`config.mk`:
```
export PLATFORM = sky130hd
export DESIGN_NAME = hash_word_sequencer
export DESIGN_NICKNAME = d
export VERILOG_FILES = /design/src/rtl/hash_word_sequencer.sv
export SDC_FILE = /design/constraint.sdc
export NUM_CORES = 1
export LEC_CHECK = 0
export BUFFER_PORTS_ARGS = -buffer_cell sky130_fd_sc_hd__buf_2
export CORE_AREA = 2 2 216 218
export CTS_CLUSTER_SIZE = 24
export DETAILED_ROUTE_END_ITERATION = 12
export DIE_AREA = 0 0 218 220
export HOLD_SLACK_MARGIN = 0.02
export PLACE_DENSITY = 0.61
export SETUP_SLACK_MARGIN = 0.3
export SYNTH_ARGS = -nofsm -noshare
export SYNTH_HDL_FRONTEND = slang
export SYNTH_SLANG_ARGS = --single-unit
```
`constraint.sdc`:
```
create_clock -name clk -period 22.7 [get_ports clk]
set_clock_uncertainty 0.15 [all_clocks]
set_input_delay 1.135 -clock clk [delete_from_list [all_inputs] [get_ports clk]]
set_output_delay 1.135 -clock clk [all_outputs]
set_load 0.05 [all_outputs]
```
`src/rtl/hash_word_sequencer.sv`:
```
// Hash display controller: latches a 256-bit hash, walks the 16:1 word select
// (manual or timed), and scans the selected word across four digit positions.
module hash_word_sequencer #(
    parameter int STEP_TICKS = 50_000_000,
    parameter int SCAN_TICKS = 50_000
) (
    input  logic         clk,
    input  logic         reset,
    input  logic [255:0] hash_in,
    input  logic         hash_valid,
    output logic         hash_ready,
    input  logic         run,
    input  logic         step,
    input  logic         clear,
    output logic [255:0] hashed,
    output logic [3:0]   sel,
    input  logic [15:0]  word_in,
    output logic [3:0]   digit_val,
    output logic [3:0]   digit_en,
    output logic         wrap,
    output logic [1:0]   state_o
);

    localparam int STEP_W = $clog2(STEP_TICKS);
    localparam int SCAN_W = $clog2(SCAN_TICKS);
    localparam logic [STEP_W-1:0] STEP_LAST = STEP_W'(STEP_TICKS - 1);
    localparam logic [SCAN_W-1:0] SCAN_LAST = SCAN_W'(SCAN_TICKS - 1);

    typedef enum logic [1:0] {
        EMPTY = 2'b00,
        SHOW  = 2'b01,
        AUTO  = 2'b10
    } state_t;

    state_t            state;
    state_t            state_next;
    logic [STEP_W-1:0] step_cnt;
    logic [SCAN_W-1:0] scan_cnt;
    logic [1:0]        digit_idx;
    logic              accept;
    logic              advance;
    logic              step_count_on;
    logic              step_term;
    logic              scan_term;

    function automatic logic [3:0] one_hot4(input logic [1:0] idx);
        return 4'b0001 << idx;
    endfunction

    assign state_o   = state;
    assign step_term = (step_cnt == STEP_LAST);
    assign scan_term = (scan_cnt == SCAN_LAST);

    always_ff @(posedge clk or posedge reset) begin
        if (reset) begin
            state <= EMPTY;
        end else begin
            state <= state_next;
        end
    end

    // Priority: clear, then accept, then advance, then run-driven transitions.
    always_comb begin
        state_next    = state;
        advance       = 1'b0;
        step_count_on = 1'b0;
        hash_ready    = (state == AUTO) ? (sel == 4'hF) : 1'b1;
        accept        = hash_valid && hash_ready && !clear;
        if (clear) begin
            state_next = EMPTY;
        end else if (accept) begin
            state_next = run ? AUTO : SHOW;
        end else begin
            case (state)
                EMPTY: state_next = EMPTY;
                SHOW: begin
                    advance = step;
                    if (run) begin
                        state_next = AUTO;
                    end
                end
                AUTO: begin
                    if (!run) begin
                        state_next = SHOW;
                    end else if (step_term) begin
                        advance = 1'b1;
                    end else begin
                        step_count_on = 1'b1;
                    end
                end
                default: state_next = EMPTY;
            endcase
        end
    end

    always_ff @(posedge clk or posedge reset) begin
        if (reset) begin
            hashed   <= '0;
            sel      <= '0;
            wrap     <= 1'b0;
            step_cnt <= '0;
        end else begin
            wrap     <= 1'b0;
            step_cnt <= step_count_on ? step_cnt + 1'b1 : '0;
            if (clear) begin
                hashed <= '0;
                sel    <= '0;
            end else if (accept) begin
                hashed <= hash_in;
                sel    <= '0;
            end else if (advance) begin
                sel  <= sel + 4'd1;
                wrap <= (sel == 4'hF);
            end
        end
    end

    // Digit scan stage: outputs are registered from the index and word seen this cycle.
    always_ff @(posedge clk or posedge reset) begin
        if (reset) begin
            scan_cnt  <= '0;
            digit_idx <= '0;
            digit_en  <= '0;
            digit_val <= '0;
        end else if (clear || state == EMPTY) begin
            scan_cnt  <= '0;
            digit_idx <= '0;
            digit_en  <= '0;
            digit_val <= '0;
        end else begin
            digit_en  <= one_hot4(digit_idx);
            digit_val <= word_in[{digit_idx, 2'b00} +: 4];
            if (scan_term) begin
                scan_cnt  <= '0;
                digit_idx <= digit_idx + 2'd1;
            end else begin
                scan_cnt <= scan_cnt + 1'b1;
            end
        end
    end

endmodule

```
# == Word level (Yosys, flattened, before mapping) ==
# Index checks and enable logic that the tools add are counted.
# W data, S select, Z words.
# totals
register_bits,315
latch_bits,0
ram_bits,0
rom_bits,0
inputBits,278
out_inout_bits,272
word_cells,63
mem_count,0
# op_classes
n_addsub,4
mul,0
n_div,0
magnitude_cmp,0
n_eq_ne,7
shift,2
mux,32
bitwise_logic,0
reduce_logical,9
# op_table
cell,count
$mux W256,2
$mux W16,2
$add A26 B1 Y26 const B,1
$eq A26 B26 Y1 const B,1
$mux W26,1
$mux W4,5
$add A16 B1 Y16 const B,1
$eq A16 B16 Y1 const B,1
$shiftx A16 B5 Y4,1
$mux W2,7
$mux W1,13
$ne A4 B4 Y1 const B,2
$add A4 B1 Y4 const B,1
$eq A4 B4 Y1 const B,1
$pmux W2 S2,1
$reduce_bool A2 Y1,2
$shl A1 B2 Y4 const A,1
$reduce_bool A3 Y1,1
$add A2 B1 Y2 const B,1
$eq A2 B1 Y1 const B,1
$eq A2 B2 Y1 const B,1
$logic_and A1 B1 Y1,2
$logic_not A2 Y1,1
$pmux W1 S2,1
3 further kinds,3

# == Depth between registers and ports, before layout ==
# depth
ltp_word,9
ltp_mapped,8
ltp_nobuf,6

# == Worst setup path after synthesis ==
# OpenSTA, ideal clock, no wires.
# synth_timing
kind,register to register
from,register sel[0]
to,register hashed[115]
arrival_time_ps,2563
required_time_ps,22483
path_slack_ps,19920
path_stages_with_launch,9
cell_sequence,dfrtp_1 > ha_1 > nand3_1 > nand2_1 > and3_1 > clkbuf_1 > clkbuf_1 > buf_1 > a22o_1
# synth_between
elab_chain_len,5
# synth_lines
item,line_no,text
from (decl),16,"output logic [3:0] sel,"
from (signal assigned),112,sel <= sel + 4'd1;
$eq A4 B4 Y1,67,hash_ready = (state == AUTO) ? (sel == 4'hF) : 1'b1;
$mux W1,67,
via hash_ready,11,"output logic hash_ready,"
$logic_and A1 B1 Y1 (2 in series),68,accept = hash_valid && hash_ready && !clear;
$reduce_bool A2 Y1 (no source line),n/a,
to (signal assigned),109,hashed <= hash_in;
to (decl),15,"output logic [255:0] hashed,"
# The timed path passes the listed nets, and every way through them passes these cells.
# A chain may end at the register's enable or synchronous reset.

# == Worst setup path after layout ==
# layout_timing
from,"register state[0], in the netlist state_o[0]"
to,register hashed[236]
# layout_between
elab_chain_len,5
# layout_lines
item,line_no,text
from (decl),35,state_t state;
from (signal assigned),58,state <= state_next;
$eq A2 B2 Y1,67,
$mux W1,67,
$logic_and A1 B1 Y1 (2 in series),68,
$reduce_bool A2 Y1 (no source line),n/a,
# No other way between the ends.

==> flow_summary.json <==
{
  "status": "finished, final reports clean",
  "pre_cts_ws_ps": 18900,
  "yosys_warnings": 0,
  "io_pins": 550,
  "portBuffers": 549,
  "vias": 9529,
  "ys_top_cells_by_area": "dfrtp_1 (65%), a22o_1 (19%), clkbuf_1 (1.9%)",
  "ys_seq_area_share_pct": 65.5,
  "synth_top_area_cell": "dfrtp_1",
  "cts_setup_buffers": 0,
  "die_height_um": 220,
  "ys_ff_latch": 315,
  "critPathMaxFanout": 97,
  "yosysTopAreaCellShare_pct": 65.5,
  "utilization_pct": 36.1,
  "async_flop_share_pct": 100,
  "cts.sink_count": 315,
  "cp_data_required_time_ps": 23010,
  "max_slew.worst_pin.slew_ps": 1080,
  "cap_violations": 0,
  "synth_cells": 894,
  "hold_ws_ps": 346,
  "via_per_inst": 4.64,
  "path_clk_slew_ps": 60,
  "p_leak_nw": 8.75,
  "finalCriticalPeriod_ps": 3200,
  "mostFrequentLayoutCell": "buf_2",
  "syn_nets": 1182,
  "drt-initial-drc-count": 511,
  "overflow": 0,
  "setup_violations": 0,
  "grt_pass1_vias": 9496,
  "dp_hpwl_mm": 24.6,
  "synth_ff_type": "dfrtp_1",
  "syn_area_per_cell_um2": 13.5,
  "max_freq_mhz": 313,
  "holdBufCountCts": 0,
  "grt_pass1_wl_mm": 52.5,
  "die-area_um2": 48000,
  "stdcell_area_um2": 16600,
  "drive_gt1_share_pct": 43.5,
  "hold_path.class": "reg2reg",
  "drt_pass1_iterations": 4,
  "rsz0062_at_grt": "false",
  "synth_area_um2": 12000,
  "endpoint_kind": "flop",
  "fin_crit_sh_pct": 14.1,
  "start_util_pct": 26.2,
  "slew_viol_final": 0,
  "fillers": 4526,
  "p_total_mw": 1.44,
  "placed_cells": 1987,
  "p_per_area_nw_per_um2": 86.9,
  "wl_per_cell_um": 17.2,
  "grt_max_degree": 130,
  "cts_root_buffer": "clkbuf_16",
  "synth_cell_types": 44,
  "fp.dieW_um": 218,
  "tritoncts": "done",
  "drc": 0,
  "grt_usage_pct": 13.8,
  "coreArea_um2": 45900,
  "worst_slack_ps": 19500,
  "crit_type": "reg2reg",
  "crit_arrival_ps": 3510,
  "insertion_delay_ps": 530,
  "setup-tns-final_ps": 0,
  "crit_path_start_kind": "flop",
  "place.gp.congestion": 0.773,
  "detail-route-antenna-nets": 0,
  "cts_buffers": 37,
  "detail_route.wirelength_mm": 35.4,
  "hold_violations": 0,
  "irDropWorstVdd_mv": 0.0486,
  "place_area_um2": 15300,
  "layout.cells.non_filler": 2054,
  "cts_resized": 0,
  "rows": 79,
  "clockBufferDepth": 3,
  "antenna_found_initial": 7,
  "synth_edf_count": 0,
  "area_growth_syn_to_layout_pct": 37.5,
  "nets": 1707,
  "final_cell_mix": "buf_2 (549), dfrtp_1 (315), a22o_1 (256)",
  "htreeDepth": 2,
  "max_slew_margin_pct": 27.5
}
==> worst paths after layout <==
kind                             from  cells after the start          end  slack (ps)
max in group asynchronous       reset                      4  digit_en[3]       19620
min in group asynchronous       reset                      2  hashed[223]         650
max                        state_o[0]                      6  hashed[236]       19500
min reg2reg                hashed[53]                      1   hashed[53]         350
max reg2reg                state_o[0]                      6  hashed[236]       19500
min                        hashed[53]                      1   hashed[53]         350
==> metal layers <==
metal	vias up	part of all wire (%)	track usage (%)
li1	4436	-	-
met1	4652	42	17.4
met2	370	47	22.2
met3	61	8.4	4.86
met4	10	2.1	4.06
met5	-	0.16	0
==> Yosys cell counts (2+ instances only) <==
cell	count
mux2i_1	2
a211o_1	2
buf_4	3
ha_1	10
nand3_1	22
dfrtp_1	315
mux4_2	4
or2_2	3
a22o_1	256
buf_1	4
o21ai_0	12
or4_4	2
nor4b_1	2
nor4_1	3
nand4_1	12
o31ai_1	8
xnor2_1	10
clkbuf_1	62
and3_1	7
a21oi_1	20
nand2_1	21
nor2_1	31
and4_1	6
nor3_1	4
or3_1	9
xor2_1	13
inv_1	14
or4_1	9
buf_2	2
nor2b_1	4
and2_1	9
==> cells by family after synthesis <==
kind of cell             share of synthesized area (%)
AO/OA/AOI/OAI                                     21.1
XOR/XNOR                                          1.67
adder cells (fa/ha/maj)                           1.04
buffers and inverters                             2.76
flip-flops                                        65.5
multiplexers                                     0.915
AND/OR/NAND/NOR                                   7.03
==> flip-flops by register name (all words and copies together) (netlist names) <==
name       flops
scan_cnt      16
digit_en       4
hashed       256
digit_idx      2
sel            4
step_cnt      26
state_o        2
wrap           1
digit_val      4
==> layout make-up <==
class	count	area, um2	share of cell area (%)
diodes	2	5.00	0.0302
clock buffers	51	1060	6.40
inverters	14	60.1	0.363
flip-flops and latches	315	7880	47.6
multi-input cells	494	3840	23.2
clock inverters	14	141	0.854
repair buffers	557	2810	17.0
well taps	607	759	4.59
==> critical path, stage by stage, from the launching register on <==
cell	delay, ps
dfrtp_1	420
inv_1	100
ha_1	320
a31o_4	190
buf_4	660
buf_4	870
a22o_1	290
==> power breakdown <==
part           total, mW  leakage [nW]  internal [mW]  switching, mW
clock network      0.584         0.595          0.350          0.234
registers          0.612          4.24          0.593         0.0185
logic              0.243          3.92         0.0634          0.179
total               1.44          8.75           1.01          0.431
(Power assumes the default switching activity.)
